<file path="config.mk">
export PLATFORM = sky130hd
export DESIGN_NAME = capture_readout
export DESIGN_NICKNAME = d
export VERILOG_FILES = /design/src/rtl/capture_readout.sv
export SDC_FILE = /design/constraint.sdc
export NUM_CORES = 1
export LEC_CHECK = 0
export CORE_MARGIN = 1
export CORE_UTILIZATION = 40
export CTS_CLUSTER_DIAMETER = 150
export DETAILED_ROUTE_END_ITERATION = 8
export PLACE_DENSITY = 0.67
export SLEW_MARGIN = 20
export SYNTH_ARGS = -nofsm -noshare
export SYNTH_HDL_FRONTEND = slang
export SYNTH_SLANG_ARGS = --single-unit
</file>
<file path="constraint.sdc">
create_clock -name clk -period 5.5 [get_ports clk]
set_clock_uncertainty 0.15 [all_clocks]
set_input_delay 0.55 -clock clk [delete_from_list [all_inputs] [get_ports clk]]
set_output_delay 0.55 -clock clk [all_outputs]
set_load 0.02 [all_outputs]
</file>
<file path="src/rtl/capture_readout.sv">
// rtl/capture_readout.sv - walks the capture RAM from a start address and streams samples to the UART byte interface
module capture_readout #(
    parameter int                    ADDR_WIDTH  = 16,
    parameter int                    DATA_WIDTH  = 8,
    parameter int                    RAM_LATENCY = 1,
    parameter bit                    HEADER_EN   = 1'b1,
    parameter logic [DATA_WIDTH-1:0] HEADER      = 8'hA5
) (
    input  logic                  clk,
    input  logic                  reset,
    input  logic                  start,
    input  logic [ADDR_WIDTH-1:0] start_addr,
    input  logic [ADDR_WIDTH-1:0] count,
    input  logic                  abort,
    output logic                  ram_en,
    output logic [ADDR_WIDTH-1:0] ram_addr,
    input  logic [DATA_WIDTH-1:0] ram_dout,
    output logic [DATA_WIDTH-1:0] tx_data,
    output logic                  tx_valid,
    input  logic                  tx_ready,
    output logic                  busy,
    output logic                  done
);

    localparam logic [2:0] S_IDLE = 3'd0;
    localparam logic [2:0] S_HDR  = 3'd1;
    localparam logic [2:0] S_READ = 3'd2;
    localparam logic [2:0] S_WAIT = 3'd3;
    localparam logic [2:0] S_SEND = 3'd4;
    localparam logic [2:0] S_FIN  = 3'd5;

    localparam logic [1:0]            WAIT_LAST = 2'(RAM_LATENCY - 1);
    localparam logic [ADDR_WIDTH-1:0] ONE       = {{(ADDR_WIDTH-1){1'b0}}, 1'b1};

    logic [2:0]            state;
    logic [ADDR_WIDTH-1:0] addr;
    logic [ADDR_WIDTH-1:0] remaining;
    logic [1:0]            wait_cnt;

    // Every control output is a pure decode of the registered state, so reset
    // and abort clear them on the very next edge with no extra bookkeeping.
    assign ram_en   = (state == S_READ);
    assign ram_addr = addr;
    assign tx_valid = (state == S_HDR) || (state == S_SEND);
    assign busy     = (state != S_IDLE);
    assign done     = (state == S_FIN);

    always_ff @(posedge clk) begin
        if (reset) begin
            state     <= S_IDLE;
            addr      <= '0;
            remaining <= '0;
            wait_cnt  <= '0;
            tx_data   <= '0;
        end else if (abort && (state != S_IDLE)) begin
            state <= S_IDLE;
            // A byte handshaken in the abort cycle still counts as delivered.
            if ((state == S_SEND) && tx_ready) begin
                addr      <= addr + ONE;
                remaining <= remaining - ONE;
            end
        end else begin
            case (state)
                S_IDLE: begin
                    if (start) begin
                        addr      <= start_addr;
                        remaining <= count;
                        if (HEADER_EN) begin
                            tx_data <= HEADER;
                            state   <= S_HDR;
                        end else if (count != '0) begin
                            state <= S_READ;
                        end else begin
                            state <= S_FIN;
                        end
                    end
                end
                S_HDR: begin
                    if (tx_ready) begin
                        state <= (remaining != '0) ? S_READ : S_FIN;
                    end
                end
                S_READ: begin
                    wait_cnt <= '0;
                    state    <= S_WAIT;
                end
                S_WAIT: begin
                    if (wait_cnt == WAIT_LAST) begin
                        tx_data <= ram_dout;
                        state   <= S_SEND;
                    end else begin
                        wait_cnt <= wait_cnt + 2'd1;
                    end
                end
                S_SEND: begin
                    if (tx_ready) begin
                        addr      <= addr + ONE;
                        remaining <= remaining - ONE;
                        state     <= (remaining == ONE) ? S_FIN : S_READ;
                    end
                end
                S_FIN: begin
                    state <= S_IDLE;
                end
                default: begin
                    state <= S_IDLE;
                end
            endcase
        end
    end

endmodule

</file>
# After elaboration in Yosys (flattened, before gate mapping)
# Cells that the tools add are included.
# Widths: inputs -> output; s select.
# classes
n_addsub,3
eq_ne,14
n_mux,22
n_bitwise,1
n_reduce_logical,15
# op_table
cell,n
$mux 16,8
$pmux 16 s2,2
$mux 3,6
$add 16x1->16 const B,1
$eq 16x1->1 const B,1
$mux 8,2
$pmux 8 s2,1
$reduce_bool 16->1,1
$sub 16x1->16 const B,1
$pmux 3 s5,1
$reduce_and 4->1,3
$ne 2x2->1 const B,5
$eq 3x2->1 const B,2
$eq 3x3->1 const B,2
$reduce_bool 3->1,2
$pmux 2 s2,1
$reduce_bool 2->1,2
$eq 3x1->1 const B,1
$logic_not 3->1,1
$ne 3x2->1 const B,1
$ne 3x3->1 const B,1
$reduce_and 3->1,1
$add 2x1->2 const B,1
$logic_and 1x1->1,2
other kinds (6),6
# totals
reg_bits,45
input_bits,45
out_inout_bits,28

# Logic depth before layout (Yosys ltp)
# Gate-level depths: netlist of run 1.
# depth
ltp_word,4
ltp_mapped,8
depth_no_buf,7

# Worst setup path before layout of run 1
# No wires, ideal clock.
# synth_path
kind,register to register
start,register state[0]
end,register addr[13] (netlist: ram_addr[13])
setup_ns,0.128
arrival_time_ns,1.655
required_ns,5.222
setup_slack_ns,3.567
stages_incl_launch_ff,9
cell_sequence,dfxtp_1 > buf_6 > or3b_1 > and2_1 > buf_2 > buf_2 > a22o_1 > a22oi_1 > nor2_1
# synth_via
elab_chain_len,4
elab_cells_between_ends,12
# synth_rtl
element,line_no,text
"start, declared",35,logic [2:0] state;
"start signal, assigned",80,state <= (remaining != '0) ? S_READ : S_FIN;
"start signal, assigned",99,state <= (remaining == ONE) ? S_FIN : S_READ;
$eq 3x3->1 / $reduce_bool 3->1 (equally long branches),"58, 63, 55",
$logic_and 1x1->1 (on tied branches),"58, 55",
"$ne 2x1->1 (no line), or another cell as far along",-,
$reduce_and 4->1 (no line),-,
"end signal, assigned",59,addr <= addr + ONE;
"end signal, assigned",66,addr <= start_addr;
"end signal, assigned",97,addr <= addr + ONE;
"end, declared",36,logic [ADDR_WIDTH-1:0] addr;
# Parallel ways exist; a longest one is shown, timed or not.
# A chain may end at the register's enable or synchronous reset.

# Final worst setup path of run 1
# layout_path
start,register state[0]
end,register addr[9] (netlist: ram_addr[9])
# The elaborated chain is that of the path after synthesis.

==> qor.csv, run 1 <==
metric,value,unit
cts hold-fix bufs,0,
Via Count,2844,
multi-input logic area,0.00164,mm^2
largest net degree at the start of global routing,39,
clock sink total,45,
number of flops mapped to enable cells by yosys,0,
Worst path max stage delay,0.68,ns
TritonCTS clock tree,yes,
CP Launch Point,state[0],
Crit Path Class,flop to flop,
post-detail-place hpwl,5.25,mm
antenna violations before repair,0,
outcome,"complete, but fails checks",
Synth Cell Area,0.00271,mm^2
worst setup margin,2.51,ns
max-slew violations,0,
Slew @ Worst Pin,1.00,ns
Mapped Cells,363,
data required time of the worst path,5.59,ns
Buf/Inv on CP,0,
drt wl/cell,14.9,um
Vias/cell,5.72,
distinct cell type count after synthesis,59,
Leak,0.00125,uW
Die Y-Extent,84.3,um
syn nets,412,
Crit. End Element,flop,
DRT iter0 DRCs,157,
die width,84.3,um
Boundary Pins,73,
clock root buffer,clkbuf_8,
vias in the first global route,2561,
Tot Pwr,1100,uW
DRC viols,4,
Sw Share,38.6,%
ratio of cells with drive above 1 in the final layout,5.95,%
Clock power frac,20.8,%
area growth from synthesis to layout,30.5,%
register area,901,um^2
first-pass GRT wire length,12.3,mm
initial core utilization,41.9,%
Rel. slew slack,33.2,%
"Clk pin slew, worst setup/hold paths",0.09,ns
final critical-path share of the clock period,54.4,%
min Tclk post-route,2.99,ns
GRT Total Usage,21.5,%
# port buffers,72,
Synth warnings,0,
"Core Util, Final",54.7,%
die area,0.00710,mm^2
drt pass-1 iters,6,
share of power burned in registers,38.7,%
CP max-delay cell,nand2_1,
Antenna Nets Post-Route,0,
startpoint types,flop,
"CP delay by family, top",simple AND/OR/NAND/NOR gates,
Final Instance Count excl. Fillers,497,
Max Cap Violations,0,
critical path peak fanout,32,
# Post-CTS Setup Buffers,0,
Logic pwr share,40.5,%
reg2reg start,state[0],
Core ar.,0.00646,mm^2
setup TNS,0,ns
HP Class,flop to flop,
Placed Cells,489,
Worst IR Drop VDD,159,uV
CTS Buffer Depth,2,
gpl congestion,0.843,
H-tree levels,2,
P_sw,425,uW
# resized after CTS,0,
# rows,29,
mean post-synth cell area,7.46,um^2
Fin. Hold Viols,0,
fmax,0.334,GHz
#FFs+latches synth,45,
unrepaired setup endpoints after global routing,no,
CP arrival,3.08,ns
dominant synthesized flop cell,dfxtp_1,
register area share after synthesis,33.3,%
Final setup violation count,0,
# diodes,0,
pwr/cell area,312,mW/mm^2
fillers,642,
Min-Delay Startpoint,wait_cnt[1],
"Net count, final",468,
post-place setup slack,2.18,ns
CP Cell Sequence,"or3b_1, nand2_1, nor2_1, a22oi_1, a31oi_1",
"FFs w/ async S/R, synth",0,%
CTS buffer count,5,
failing checks,DRC,
"Clk Latency, worst-skew pair",0.30,ns
Pint,677,uW
WL final,7.42,mm
grt ovf,0,
-- routing by layer --
layer	wire length (um)	vias to the layer above	part of all wire [%]	track usage (%)
met1	3550	1304	48	29.3
met2	3350	89	45	34.5
met3	426	8	5.7	4.03
met4	92	0	1.2	6.43
li1	-	1443	-	-
met5	0	-	0	0
-- sequential cells by signal, indices dropped and copies added, names as in the netlist --
| name | flops |
|---|---|
| ram_addr | 16 |
| remaining | 16 |
| state | 3 |
| tx_data | 8 |
| wait_cnt | 2 |
-- per-stage QoR --
| stage | area, um^2 | hold slack [ns] |
|---|---|---|
| finish | 3540 | 0.314 |
| global route | 3540 | 0.342 |
| CTS | 3530 | 0.316 |
| detailed placement | 3430 | 0.304 |
| global placement | 3430 | 0.293 |
| floorplan | 2710 | 0.282 |
-- placed cells by master (no fill, tap or decap), types with 5 or more instances in the layout --
cell             synthesis  routed
a211oi_1                 9       9
a21oi_1                 37      36
a22oi_1                 11      11
clkbuf_8                 0       7
clkdlybuf4s50_1          0      72
dfxtp_1                 45      45
inv_1                   14      14
nand2_1                 28      28
nand2b_1                 6       6
nand3_1                 13      13
nand4_1                  6       6
nor2_1                  47      47
nor2b_1                  7       7
nor3_1                  11      11
o21ai_0                 26      26
o32ai_1                  5       5
-- power groups by stage --
| stage | Clock (uW) | Combinational (uW) | Sequential (uW) |
|---|---|---|---|
| after floorplan | 0 | 294 | 439 |
| after global placement | 0 | 441 | 431 |
| after detailed placement | 0 | 444 | 431 |
| after CTS | 236 | 447 | 425 |
| after global routing | 250 | 489 | 434 |
| final | 229 | 446 | 426 |
-- cells by family (layout without fill, tap and decap cells) --
| group | count (synthesis) | in the layout | share of synthesized area (%) |
|---|---|---|---|
| compound gates | 124 | 124 | 30.1 |
| xor+xnor | 2 | 2 | 0.647 |
| fa+ha+maj | 4 | 4 | 1.85 |
| buf+inv | 40 | 97 | 6.28 |
| flops | 45 | 45 | 33.3 |
| simple gates | 148 | 148 | 27.9 |
-- synthesized netlist by cell type, types with 3 or more instances --
cell type,n,share of area [%]
a211oi_1,9,2.5
a21o_1,4,1.1
a21oi_1,37,6.8
a221oi_1,4,1.3
a22oi_1,11,3.0
a31oi_1,4,0.92
and3_1,3,0.69
buf_2,10,1.8
clkbuf_1,14,1.9
dfxtp_1,45,33
ha_1,4,1.8
inv_1,14,1.9
nand2_1,28,3.9
nand2b_1,6,1.4
nand3_1,13,2.4
nand4_1,6,1.4
nor2_1,47,6.5
nor2b_1,7,1.6
nor3_1,11,2.0
nor4_1,4,0.92
o21ai_0,26,4.8
o31a_1,3,0.97
o32ai_1,5,1.6
or3_1,3,0.69
-- cell type report --
| cell class | count | share of cell area [%] |
|---|---|---|
| sequential | 45 | 25.5 |
| timing repair buffer | 75 | 21.0 |
| multi-input combinational | 278 | 46.4 |
| clock inverter | 1 | 0.142 |
| inverter | 14 | 1.49 |
| clock buffer | 7 | 2.72 |
| tap | 77 | 2.72 |
-- worst register-to-register path: cells and delay by family, from the launching register on --
kind | cells | cell delay, ns
AO/OA/AOI/OAI | 2 | 0.33
flip-flops | 1 | 0.66
AND/OR/NAND/NOR | 3 | 1.81
-- final timing paths --
path                               endpoint  slack, ns  depth (start not counted)
worst max-delay path            ram_addr[9]       2.51                          5
worst min-delay path            wait_cnt[1]       0.31                          2
worst min register to register  wait_cnt[1]       0.31                          2
worst max register to register  ram_addr[9]       2.51                          5
Power figures use the tool's default switching activity.
==> run 2: changes to the inputs <==
Clock period 5.5 ns to 3 ns, I/O delays scaled along.
==> run 2 against run 1 <==
Compared with the run above:
- the run still ends with DRC left
- clock-buffer cell count unchanged
- critical path depth decreased by 2
- global-route usage increased by 1.3 points
- sequential share of layout area decreased by 0.61 points
- combinational power increased by 93%
- non-clock buffer count increased by 10
- final cell count increased by 2.0%
- die area unchanged
- flip-flop and latch count unchanged
- sequential power increased by 83%
- core utilization increased by 1.3 points
- routed wire length increased by 4.3%
- largest power group unchanged
==> qor.csv, run 2 (same netlist as run 1, synthesis figures left out) <==
metric,value,unit
H-tree levels,2,
# diodes,0,
DRT iter0 DRCs,157,
die width,84.3,um
Max Cap Violations,0,
antenna violations before repair,0,
GRT Total Usage,22.8,%
area growth from synthesis to layout,33.7,%
Post-DP Area,0.00351,mm^2
fmax,0.381,GHz
ratio of cells with drive above 1 in the final layout,7.67,%
startpoint types,flop,
Leak,0.00130,uW
first-pass GRT wire length,13.3,mm
Final setup violation count,0,
multi-input logic area,0.00164,mm^2
HP Class,flop to flop,
fillers,641,
min Tclk post-route,2.62,ns
drt wl/cell,15.3,um
max-slew violations,0,
gpl congestion,0.867,
vias in the first global route,2797,
register-to-register path setup slack,0.63,ns
Rel. slew slack,57.0,%
clock root buffer,clkbuf_8,
outcome,"complete, but fails checks",
Placed Cells,499,
clock sink total,45,
initial core utilization,41.9,%
most frequent cells in the layout,"72 x clkdlybuf4s50_1, 47 x nor2_1, 45 x dfxtp_1",
CTS Buffer Depth,2,
# rows,29,
Slew @ Worst Pin,0.639,ns
DRC viols,4,
pwr/cell area,586,mW/mm^2
"Clk Latency, worst-skew pair",0.29,ns
Final Instance Count excl. Fillers,507,
CTS buffer count,5,
Via Count,2947,
grt ovf,0,
Vias/cell,5.81,
Worst IR Drop VDD,370,uV
# resized after CTS,0,
critical path peak fanout,13,
CP arrival,2.17,ns
Crit. End Element,primary output,
die area,0.00710,mm^2
failing checks,DRC,
TritonCTS clock tree,yes,
post-detail-place hpwl,5.64,mm
final instance area,0.00362,mm^2
data required time of the worst path,2.55,ns
drt pass-1 iters,6,
WL final,7.74,mm
"Core Util, Final",56.1,%
cts hold-fix bufs,0,
register area,901,um^2
Boundary Pins,73,
# Post-CTS Setup Buffers,0,
# port buffers,72,
Fin. Hold Viols,0,
largest net degree at the start of global routing,23,
"most common cell after layout, fill and taps aside",clkdlybuf4s50_1,
"Net count, final",478,
final critical-path share of the clock period,87.4,%
"Clk pin slew, worst setup/hold paths",0.08,ns
setup TNS,0,ns
unrepaired setup endpoints after global routing,no,
Antenna Nets Post-Route,0,
Die Y-Extent,84.3,um
WHS,0.303,ns
Crit Path Class,flop to primary output,
Core ar.,0.00646,mm^2
-- run 2: layout make-up --
| class | instances | share of cell area, % |
|---|---|---|
| repair buffers | 85 | 22.6 |
| flip-flops and latches | 45 | 24.9 |
| multi-input cells | 278 | 45.2 |
| well taps | 77 | 2.66 |
| clock buffers | 7 | 2.38 |
| clock inverters | 1 | 0.829 |
| inverters | 14 | 1.45 |
-- run 2: path summary, 6_finish.rpt --
path	cells after the start	to	startpoint
max	3	tx_valid	state[2]
min	2	wait_cnt[1]	wait_cnt[1]
max reg2reg	6	remaining[2]	state[2]
min reg2reg	2	wait_cnt[1]	wait_cnt[1]
-- run 2: where the power goes --
part	internal [uW]	switching, uW
clock network	272	207
registers	677	103
logic	383	480
-- run 2: per-layer routing --
| metal | global-route usage [%] | vias up | share of wire, % |
|---|---|---|---|
| met5 | 0 | - | 0 |
| met4 | 5.96 | 0 | 0.57 |
| met3 | 3.74 | 4 | 5.1 |
| met2 | 38.5 | 101 | 48 |
| met1 | 30.3 | 1373 | 47 |
| li1 | - | 1469 | - |
-- run 2: stage by stage --
step / total power, uW / setup WS [ns]
3_5_place_dp: 1650 / 0.644
4_1_cts: 2130 / 0.385
3_3_place_gp: 1640 / 0.712
5_1_grt: 2260 / 0.221
2_1_floorplan: 1340 / 1.07
6_report: 2120 / 0.379
-- run 2: worst max-delay path, stage by stage (launching register included) --
cell and delay, ns:
dfxtp_1 0.55, or3b_1 0.57, nand2_1 0.15, clkdlybuf4s50_1 0.61
